`src/rtl/dither_error_engine.sv`:
```
`default_nettype none
// +----------------------------------------------------------------------------+
// | Module      : dither_error_engine                                          |
// | Description : Floyd-Steinberg error-diffusion datapath. Quantizes each     |
// |               pixel to 0/full-scale and spreads the signed error to up to  |
// |               four neighbours using SRAM read-modify-write.                |
// | Revision    : 1.0 - initial release                                        |
// +----------------------------------------------------------------------------+
module dither_error_engine #(
    parameter int IMAGEX           = 64,
    parameter int IMAGEY           = 64,
    parameter int IMAGE_ADDR_WIDTH = $clog2(IMAGEX*IMAGEY),
    parameter int RGB_SIZE         = 8,
    parameter int THRESHOLD        = 128
) (
    input  logic                        clk,
    input  logic                        rst,
    input  logic                        store_old_p,
    input  logic                        compare_and_store_n,
    input  logic [3:0]                  compute_fin,
    input  logic [IMAGE_ADDR_WIDTH-1:0] png_idx,
    input  logic [RGB_SIZE-1:0]         q_b,
    output logic [IMAGE_ADDR_WIDTH-1:0] addr_b,
    output logic                        rden_b,
    output logic [IMAGE_ADDR_WIDTH-1:0] addr_a,
    output logic [RGB_SIZE-1:0]         data_a,
    output logic                        wren_a,
    output logic [8:0]                  quant_err,
    output logic                        pixel_done
);

    localparam int                    c_AW      = IMAGE_ADDR_WIDTH;
    localparam int                    c_XW      = $clog2(IMAGEX);
    localparam int                    c_YW      = c_AW - c_XW;
    localparam logic [RGB_SIZE-1:0]   c_PIX_MAX = {RGB_SIZE{1'b1}};
    localparam logic [RGB_SIZE-1:0]   c_THRESH  = RGB_SIZE'(THRESHOLD);
    localparam logic [c_XW-1:0]       c_X_LAST  = c_XW'(IMAGEX - 1);
    localparam logic [c_YW-1:0]       c_Y_LAST  = c_YW'(IMAGEY - 1);
    localparam logic [c_AW-1:0]       c_OFF_E   = c_AW'(1);
    localparam logic [c_AW-1:0]       c_OFF_SW  = c_AW'(IMAGEX - 1);
    localparam logic [c_AW-1:0]       c_OFF_S   = c_AW'(IMAGEX);
    localparam logic [c_AW-1:0]       c_OFF_SE  = c_AW'(IMAGEX + 1);
    localparam logic signed [12:0]    c_SUM_MAX = $signed({{(13-RGB_SIZE){1'b0}}, c_PIX_MAX});

    // registered state
    logic [c_AW-1:0]     r_base;
    logic [8:0]          r_err;
    logic                r_wr_pend;
    logic [1:0]          r_wr_sel;
    logic [c_AW-1:0]     r_wr_addr;
    logic                r_done;
    logic [c_AW-1:0]     r_addr_a;
    logic [c_AW-1:0]     r_addr_b;
    logic [RGB_SIZE-1:0] r_data_a;

    // combinational nets
    logic                w_sop;
    logic                w_cas;
    logic [3:0]          w_fin;
    logic                w_fin_any;
    logic [1:0]          w_sel;
    logic [c_XW-1:0]     w_x;
    logic [c_YW-1:0]     w_y;
    logic [3:0]          w_nb_valid;
    logic                w_sel_valid;
    logic [c_AW-1:0]     w_nb_addr;
    logic [RGB_SIZE-1:0] w_new;
    logic [8:0]          w_err;
    logic signed [12:0]  w_err_ext;
    logic signed [12:0]  w_weight;
    logic signed [12:0]  w_prod;
    logic signed [12:0]  w_term;
    logic signed [12:0]  w_sum;
    logic [RGB_SIZE-1:0] w_nb_data;
    logic                w_rden_b;
    logic [c_AW-1:0]     w_addr_b;
    logic                w_wren_a;
    logic [c_AW-1:0]     w_addr_a;
    logic [RGB_SIZE-1:0] w_data_a;

    // Strobe priority: store_old_p > compare_and_store_n > compute_fin[0..3]
    always_comb begin
        w_sop = store_old_p;
        w_cas = !store_old_p && compare_and_store_n;
        w_fin = 4'b0000;
        if (!store_old_p && !compare_and_store_n) begin
            if (compute_fin[0])      w_fin[0] = 1'b1;
            else if (compute_fin[1]) w_fin[1] = 1'b1;
            else if (compute_fin[2]) w_fin[2] = 1'b1;
            else if (compute_fin[3]) w_fin[3] = 1'b1;
        end
        w_fin_any = |w_fin;
        if (w_fin[3])      w_sel = 2'd3;
        else if (w_fin[2]) w_sel = 2'd2;
        else if (w_fin[1]) w_sel = 2'd1;
        else               w_sel = 2'd0;
    end

    // Neighbour validity and address relative to the latched base pixel
    always_comb begin
        w_x           = r_base[c_XW-1:0];
        w_y           = r_base[c_AW-1:c_XW];
        w_nb_valid[0] = (w_x != c_X_LAST);
        w_nb_valid[1] = (w_x != '0) && (w_y != c_Y_LAST);
        w_nb_valid[2] = (w_y != c_Y_LAST);
        w_nb_valid[3] = (w_x != c_X_LAST) && (w_y != c_Y_LAST);
        w_sel_valid   = w_nb_valid[w_sel];
        case (w_sel)
            2'd0:    w_nb_addr = r_base + c_OFF_E;
            2'd1:    w_nb_addr = r_base + c_OFF_SW;
            2'd2:    w_nb_addr = r_base + c_OFF_S;
            default: w_nb_addr = r_base + c_OFF_SE;
        endcase
    end

    // Quantize the current pixel and form the weighted, clamped neighbour update
    always_comb begin
        w_new     = (q_b >= c_THRESH) ? c_PIX_MAX : '0;
        w_err     = {1'b0, q_b} - {1'b0, w_new};
        w_err_ext = {{4{r_err[8]}}, r_err};
        case (r_wr_sel)
            2'd0:    w_weight = 13'sd7;
            2'd1:    w_weight = 13'sd3;
            2'd2:    w_weight = 13'sd5;
            default: w_weight = 13'sd1;
        endcase
        w_prod = w_err_ext * w_weight;
        w_term = w_prod >>> 4;
        w_sum  = $signed({{(13-RGB_SIZE){1'b0}}, q_b}) + w_term;
        if (w_sum < 13'sd0)          w_nb_data = '0;
        else if (w_sum > c_SUM_MAX)  w_nb_data = c_PIX_MAX;
        else                         w_nb_data = w_sum[RGB_SIZE-1:0];
    end

    // SRAM port drive; a pending neighbour write owns port A, reset silences both ports
    always_comb begin
        w_rden_b = 1'b0;
        w_addr_b = r_addr_b;
        w_wren_a = 1'b0;
        w_addr_a = r_addr_a;
        w_data_a = r_data_a;
        if (rst) begin
            w_addr_b = '0;
            w_addr_a = '0;
            w_data_a = '0;
        end else begin
            if (w_sop) begin
                w_rden_b = 1'b1;
                w_addr_b = png_idx;
            end else if (w_fin_any && w_sel_valid) begin
                w_rden_b = 1'b1;
                w_addr_b = w_nb_addr;
            end
            if (r_wr_pend) begin
                w_wren_a = 1'b1;
                w_addr_a = r_wr_addr;
                w_data_a = w_nb_data;
            end else if (w_cas) begin
                w_wren_a = 1'b1;
                w_addr_a = r_base;
                w_data_a = w_new;
            end
        end
    end

    // Pixel context, pending write slot and held port values
    always_ff @(posedge clk) begin
        if (rst) begin
            r_base    <= '0;
            r_err     <= '0;
            r_wr_pend <= 1'b0;
            r_wr_sel  <= 2'd0;
            r_wr_addr <= '0;
            r_done    <= 1'b0;
            r_addr_a  <= '0;
            r_addr_b  <= '0;
            r_data_a  <= '0;
        end else begin
            r_addr_a  <= w_addr_a;
            r_addr_b  <= w_addr_b;
            r_data_a  <= w_data_a;
            if (w_sop) r_base <= png_idx;
            if (w_cas) r_err  <= w_err;
            r_wr_pend <= w_fin_any && w_sel_valid;
            r_wr_sel  <= w_sel;
            r_wr_addr <= w_nb_addr;
            r_done    <= w_fin[3];
        end
    end

    assign addr_b     = w_addr_b;
    assign rden_b     = w_rden_b;
    assign addr_a     = w_addr_a;
    assign data_a     = w_data_a;
    assign wren_a     = w_wren_a;
    assign quant_err  = r_err;
    assign pixel_done = r_done;

endmodule
`default_nettype wire

```
`config.mk`:
```
export PLATFORM = sky130hd
export DESIGN_NAME = dither_error_engine
export DESIGN_NICKNAME = d
export VERILOG_FILES = /design/src/rtl/dither_error_engine.sv
export SDC_FILE = /design/constraint.sdc
export NUM_CORES = 1
export LEC_CHECK = 0
export BUFFER_PORTS_ARGS = -buffer_cell sky130_fd_sc_hd__buf_2
export CORE_ASPECT_RATIO = 0.6
export CORE_MARGIN = 2
export CORE_UTILIZATION = 47
export DETAILED_ROUTE_END_ITERATION = 16
export GPL_ROUTABILITY_DRIVEN = 0
export PLACE_DENSITY = 0.82
export SLEW_MARGIN = 20
export SYNTH_ARGS = -nofsm -noshare
export SYNTH_HDL_FRONTEND = slang
export SYNTH_SLANG_ARGS = --single-unit
```
`constraint.sdc`:
```
create_clock -name clk -period 6 [get_ports clk]
set_input_delay 1.8 -clock clk [delete_from_list [all_inputs] [get_ports clk]]
set_output_delay 1.8 -clock clk [all_outputs]
set_load 0.01 [all_outputs]
```
==> impl_metrics.py, run 1 <==
metrics = {
    "status": {
        "status": "finished, violations left",
        "violations": "setup timing",
    },
    "global_routing": {
        "grt_start_max_net_pins": 83,
        "grt_pass1_wl_mm": 22.4,
        "track_usage_pct": 24.6,
        "overflow": 0,
        "grt_pass1_vias": 4593,
        "antenna_found_initial": 0,
    },
    "timing": {
        "setup_ws_ns": -0.279,
        "max_freq_mhz": 159,
        "slew_headroom_pct": 30.8,
        "hold_viol_final": 0,
        "setup_viol": 8,
        "timing.final.crit_share_pct": 105,
        "rsz0062_at_grt": "yes",
        "slew_viol_final": 0,
        "tns_ns": -1.99,
        "fin_skew_ns": 0.00609,
        "period_minus_slack_ns": 6.28,
        "worstMarginPinSlew_ns": 1.04,
    },
    "finish": {
        "synthToLayoutAreaGrowth_pct": 32.6,
        "regArea_um2": 1390,
        "final_cell_area_um2": 6540,
        "nets": 819,
        "layout-drive-gt1-share_pct": 31.3,
        "n_antenna_cell": 0,
        "fin_util_pct": 65.3,
        "fill_cells": 788,
        "final_cells": 876,
        "multi_input_area_um2": 3470,
    },
    "route": {
        "drt_wl_total_mm": 14.0,
        "avgRoutedWirePerCell_um": 16.0,
        "vias": 4937,
        "firstDrtPassIters": 5,
        "postRouteAntennaNets": 0,
        "drtIter0Drc": 336,
        "drc": 0,
        "routed_via_density": 5.64,
    },
    "min_path": {
        "hold_start": "quant_err[6]$_SDFFE_PP0P_",
        "hold_class": "reg -> reg",
        "hold_depth": 2,
        "whs_endpoint": "quant_err[6]$_SDFFE_PP0P_",
    },
    "pwr": {
        "leakagePower_nw": 3.16,
        "power.density_nw_per_um2": 242,
        "total_power_w": 0.00158,
        "ir_drop_mv": 0.163,
    },
    "synth": {
        "synth_edf_count": 0,
        "syn-cell-area_um2": 4930,
        "syn_nets": 692,
        "synth_area_per_cell_um2": 8.09,
        "ys_async_sr_fraction_pct": 0,
        "ys_warn_count": 0,
        "ys.flop_type": "dfxtp_1",
        "syn_inst": 610,
        "seq_area_frac_synth_pct": 28.0,
        "synth.distinct_cells": 58,
        "ys_ff_latch": 69,
    },
    "floorplanning": {
        "row_count": 28,
        "io_pins": 72,
        "die_x_um": 136,
        "die_h_um": 83.4,
        "coreArea_um2": 10000,
        "dieArea_um2": 11400,
        "start_util_pct": 49.3,
    },
    "setup_path": {
        "required_ns": 4.20,
        "cp-startpoint": "quant_err[2]$_SDFFE_PP0P_",
        "worstReg2RegEnd": "r_data_a[5]$_SDFF_PP0_",
        "cp_data_arrival_time_ns": 4.48,
        "r2r-start": "r_wr_sel[1]$_SDFF_PP0_",
        "reg2regPathDepth": 24,
        "crit_type": "reg -> out",
        "worst_setup_path_start_kind": "register",
        "r2r_setup_slack_ns": 1.52,
        "end_kind": "output pin",
        "crit_fanout": 7,
    },
    "placed_design": {
        "portBuffers": 71,
        "dpl_cell_area_um2": 5760,
        "hpwl_mm": 10.2,
        "placed_cells": 842,
    },
    "clock_network": {
        "clock_path_buffers": 2,
        "clk_pin_slew_ns": 0.05,
        "hold_buffers": 0,
        "ctsRootBufferMaster": "clkbuf_16",
        "cts_tree": "yes",
        "htree_levels": 3,
        "cts_buffers": 9,
        "cts_num_sinks": 69,
        "clk_latency_ns": 0.33,
    },
    "job": {
        "drv_cap": 0,
    },
}
registers in the layout (all words and copies together) (netlist names):
register,cells
pixel_done,1
quant_err,9
r_addr_a,12
r_addr_b,12
r_base,12
r_data_a,8
r_wr_addr,12
r_wr_pend,1
r_wr_sel,2
repair_timing:
action | 4_1_cts | 5_1_grt
pin swaps | 18 | 42
gates cloned | 1 | 0
setup buffers | 5 | 13
hold endpoints to repair | 0 | 0
gates resized for setup | 30 | 44
setup endpoints to repair | 14 | 15
per-layer routing:
metal	routed length (µm)	track usage [%]	up-vias	share of wire (%)
li1	-	-	2378	-
met5	0	0	-	0
met2	6070	37.6	190	43
met4	184	5.49	0	1.3
met1	6570	35.4	2351	47
met3	1150	5.25	18	8.2
Yosys cell counts, types with 3 or more instances:
library cell / number / area share (%)
nor4_1: 4 / 0.51
o21a_1: 4 / 0.61
o211a_1: 16 / 3.2
buf_2: 6 / 0.61
buf_1: 6 / 0.46
o21ai_0: 21 / 2.1
a21oi_1: 63 / 6.4
clkbuf_1: 13 / 0.99
o2bb2ai_1: 10 / 1.8
o211ai_1: 4 / 0.61
xnor2_1: 16 / 2.8
dfxtp_1: 69 / 28
and3_1: 5 / 0.63
a211oi_1: 4 / 0.61
or2_2: 3 / 0.38
nand2b_1: 7 / 0.89
xor2_1: 9 / 1.6
o22ai_1: 10 / 1.3
o31a_1: 3 / 0.53
nor3b_1: 3 / 0.46
buf_6: 3 / 0.68
nor2b_1: 11 / 1.4
a31oi_1: 3 / 0.38
nand3_1: 5 / 0.51
mux2i_1: 12 / 2.4
nand2_1: 57 / 4.3
nor2_1: 79 / 6.0
a211o_1: 3 / 0.53
fa_1: 11 / 4.5
a21o_1: 6 / 0.91
nor3_1: 8 / 0.81
and2_1: 3 / 0.38
inv_1: 50 / 3.8
a22oi_2: 8 / 2.0
nor4b_1: 4 / 0.71
ha_1: 43 / 11
through the flow:
stage,setup WS [ns],hold slack (ns)
after detailed placement,-0.128,0.470
after CTS,-0.361,0.484
final,-0.279,0.481
after global placement,0.0245,0.460
after global routing,-0.526,0.504
after floorplan,0.0410,0.445
critical path, stage by stage, from the launching register on:
cell      delay (ns)
dfxtp_4         0.36
nor2b_2         0.15
ha_1            0.29
fa_1            0.47
ha_1            0.31
a21o_1          0.17
a21oi_2         0.16
a31oi_2         0.13
a21oi_2         0.20
inv_1           0.09
a21oi_2         0.15
xnor2_1         0.08
ha_1            0.35
nor2_1          0.05
nor2_1          0.12
nand3_1         0.11
or2_4           0.26
o221ai_4        0.24
buf_12          0.15
o211a_1         0.17
buf_2           0.13
power breakdown:
| group | internal [W] | switching (W) |
|---|---|---|
| Clock | 0.000372 | 0.000191 |
| Sequential | 0.000487 | 0.0000229 |
| Combinational | 0.000237 | 0.000271 |
| Total | 0.00110 | 0.000485 |
cells in the final DEF, fill, tap and decap left out, drive strengths merged, types with 11 or more instances in the layout:
master,n
ha,43
nor2b,12
clkbuf,12
dfxtp,69
nand2,57
buf,144
xnor2,16
inv,50
o211a,16
nor2,80
fa,11
a21oi,63
o21ai,22
mux2i,12
worst max-delay path by stage:
stage | slack (ns) | end
final | -0.28 | data_a[2]
after global routing | -0.53 | data_a[1]
after CTS | -0.36 | data_a[7]
after detailed placement | -0.13 | addr_b[7]
after global placement | 0.02 | addr_b[10]
after floorplan | 0.04 | addr_b[10]
area by class of cell:
| type | count | area share (%) |
|---|---|---|
| clock inverter | 4 | 1.11 |
| timing repair buffer | 145 | 15.4 |
| inverter | 50 | 2.87 |
| multi-input combinational | 462 | 53.0 |
| clock buffer | 11 | 3.71 |
| tap | 135 | 2.58 |
| sequential | 69 | 21.3 |
cell families after synthesis:
group	synth area share (%)
buf+inv	6.69
simple gates	19.3
mux	2.43
flops	28.0
xor+xnor	4.44
fa+ha+maj	15.4
compound gates	23.8
(Power assumes the default switching activity.)
==> run 2, diff against run 1 <==
- PLACE_DENSITY: 0.82 -> 0.8
- clock period: 6 -> 5.9 ns (I/O delays scaled with it)
==> run 2 against run 1 <==
The flow still finishes with violations (setup timing). Via count grew 2.9%. First-iteration DRC count grew 44%. Sequential share of layout area shrank 0.39 points. Utilization grew 1.5 points. Clock skew grew 0.0032 ns. Power grew 8.1%. Highest routed layer unchanged.
==> impl_metrics.py, run 2 (synthesized netlist as in run 1, its figures left out) <==
metrics = {
    "status": {
        "status": "finished, violations left",
        "violations": "setup timing",
    },
    "setup_path": {
        "worst_setup_path_start_kind": "register",
        "crit_fanout": 3,
        "cp_data_arrival_time_ns": 4.56,
        "required_ns": 4.13,
        "end_kind": "output pin",
        "crit_type": "reg -> out",
    },
    "global_routing": {
        "antenna_found_initial": 0,
        "busiest_layer": "met2",
        "grt_pass1_wl_mm": 24.1,
        "grtUsageMet3_pct": 6.47,
        "grt_pass1_vias": 4961,
        "grt_start_max_net_pins": 83,
        "overflow": 0,
        "grtUsageMet1_pct": 35.8,
        "track_usage_pct": 26.8,
        "grtUsageMet2_pct": 42.7,
    },
    "clock_network": {
        "cts_buffers": 9,
        "htree_levels": 3,
        "ctsRootBufferMaster": "clkbuf_16",
        "cts_num_sinks": 69,
        "clk_pin_slew_ns": 0.06,
        "cts_tree": "yes",
        "hold_buffers": 0,
        "clock_path_buffers": 2,
        "clk_latency_ns": 0.34,
    },
    "finish": {
        "layout-drive-gt1-share_pct": 33.9,
        "nets": 824,
        "final_cell_mix": "76 x nor2_1, 74 x buf_4, 69 x buf_2",
        "final_common_cell": "nor2_1",
        "final_cell_area_um2": 6690,
        "n_antenna_cell": 0,
        "synthToLayoutAreaGrowth_pct": 35.6,
        "fill_cells": 759,
        "final_cells": 882,
    },
    "floorplanning": {
        "io_pins": 72,
        "row_count": 28,
        "die_x_um": 136,
        "coreArea_um2": 10000,
        "dieArea_um2": 11400,
        "die_h_um": 83.4,
        "start_util_pct": 49.3,
    },
    "placed_design": {
        "hpwl_mm": 10.6,
        "dpl_worst_slack_ns": -0.190,
        "placed_cells": 848,
        "dpl_cell_area_um2": 5810,
        "portBuffers": 71,
    },
    "pwr": {
        "power.density_nw_per_um2": 255,
        "clockPowerShare_pct": 36.9,
        "switchingPower_w": 0.000540,
        "leakagePower_nw": 3.21,
        "ir_drop_mv": 0.183,
        "p_int_w": 0.00117,
        "seq_power_share_pct": 30.5,
        "power_frac_comb_pct": 32.7,
        "swShare_pct": 31.6,
    },
    "route": {
        "avgRoutedWirePerCell_um": 17.5,
        "drt_wl_total_mm": 15.4,
        "postRouteAntennaNets": 0,
        "firstDrtPassIters": 7,
        "drtIter0Drc": 484,
        "vias": 5082,
        "drc": 0,
        "routed_via_density": 5.76,
    },
    "timing": {
        "max_freq_mhz": 158,
        "tns_ns": -3.35,
        "worstMarginPinSlew_ns": 0.644,
        "hold_viol_final": 0,
        "fin_hold_ws_ns": 0.479,
        "timing.final.crit_share_pct": 107,
        "rsz0062_at_grt": "yes",
        "slew_headroom_pct": 57.1,
        "fin_skew_ns": 0.00930,
        "period_minus_slack_ns": 6.33,
        "setup_ws_ns": -0.431,
        "slew_viol_final": 0,
        "setup_viol": 8,
    },
    "min_path": {
        "hold_class": "reg -> reg",
    },
    "job": {
        "drv_cap": 0,
    },
}
[run 2: power groups by stage]
stage	clock network (W)	registers (W)	logic (W)
2_1_floorplan	0	0.000522	0.000303
3_3_place_gp	0	0.000526	0.000443
3_5_place_dp	0	0.000528	0.000466
4_1_cts	0.000633	0.000518	0.000509
5_1_grt	0.000655	0.000523	0.000610
6_report	0.000630	0.000520	0.000558
[run 2: repair_timing]
item,in CTS,in global routing
pin swaps,27,41
setup endpoints to repair,15,16
gates resized for setup,37,49
setup buffers,10,7
gates cloned,1,0
[run 2: layout make-up]
class	instances	area, µm²	area share [%]
Clock buffer	10	229	3.42
Clock inverter	6	111	1.66
Inverter	50	188	2.80
Multi-Input combinational cell	462	3590	53.6
Sequential cell	69	1400	20.9
Tap cell	135	169	2.52
Timing Repair Buffer	150	1010	15.1
[run 2: worst paths after layout]
| path | startpoint | to | slack [ns] | cells after the start |
|---|---|---|---|---|
| worst min register to register | r_wr_addr[11]$_SDFF_PP0_ | r_addr_a[11]$_SDFF_PP0_ | 0.48 | 2 |
| worst max-delay path | quant_err[1]$_SDFFE_PP0P_ | data_a[7] | -0.43 | 21 |
| worst min-delay path | r_wr_addr[11]$_SDFF_PP0_ | r_addr_a[11]$_SDFF_PP0_ | 0.48 | 2 |
| worst max register to register | quant_err[1]$_SDFFE_PP0P_ | r_data_a[3]$_SDFF_PP0_ | 1.29 | 23 |
[run 2: per-stage QoR]
step | utilization (%) | total power, W
global route | 66.8 | 0.00179
finish | 66.8 | 0.00171
detailed placement | 58.0 | 0.000994
global placement | 58.0 | 0.000968
floorplan | - | 0.000825
CTS | 63.8 | 0.00166
[run 2: worst max-delay path, cell delays in order (launching register included)]
cell and delay, ns:
dfxtp_2 0.33, nor2b_1 0.16, ha_4 0.27, inv_2 0.03, fa_1 0.55, inv_2 0.05
ha_4 0.25, and3_4 0.17, nand4_1 0.13, a31oi_2 0.21, a21oi_2 0.12, o21ai_2 0.20
xor2_1 0.17, ha_2 0.21, nand2b_4 0.14, nor3_2 0.04, a211o_1 0.33, nor2_4 0.13
o221ai_4 0.15, buf_4 0.20, o211a_1 0.22, buf_2 0.14
[run 2: metal layers]
metal	up-vias	part of all wire [%]
met4	0	1.6
met2	240	45
met1	2427	45
met5	-	0
li1	2381	-
met3	34	8.4
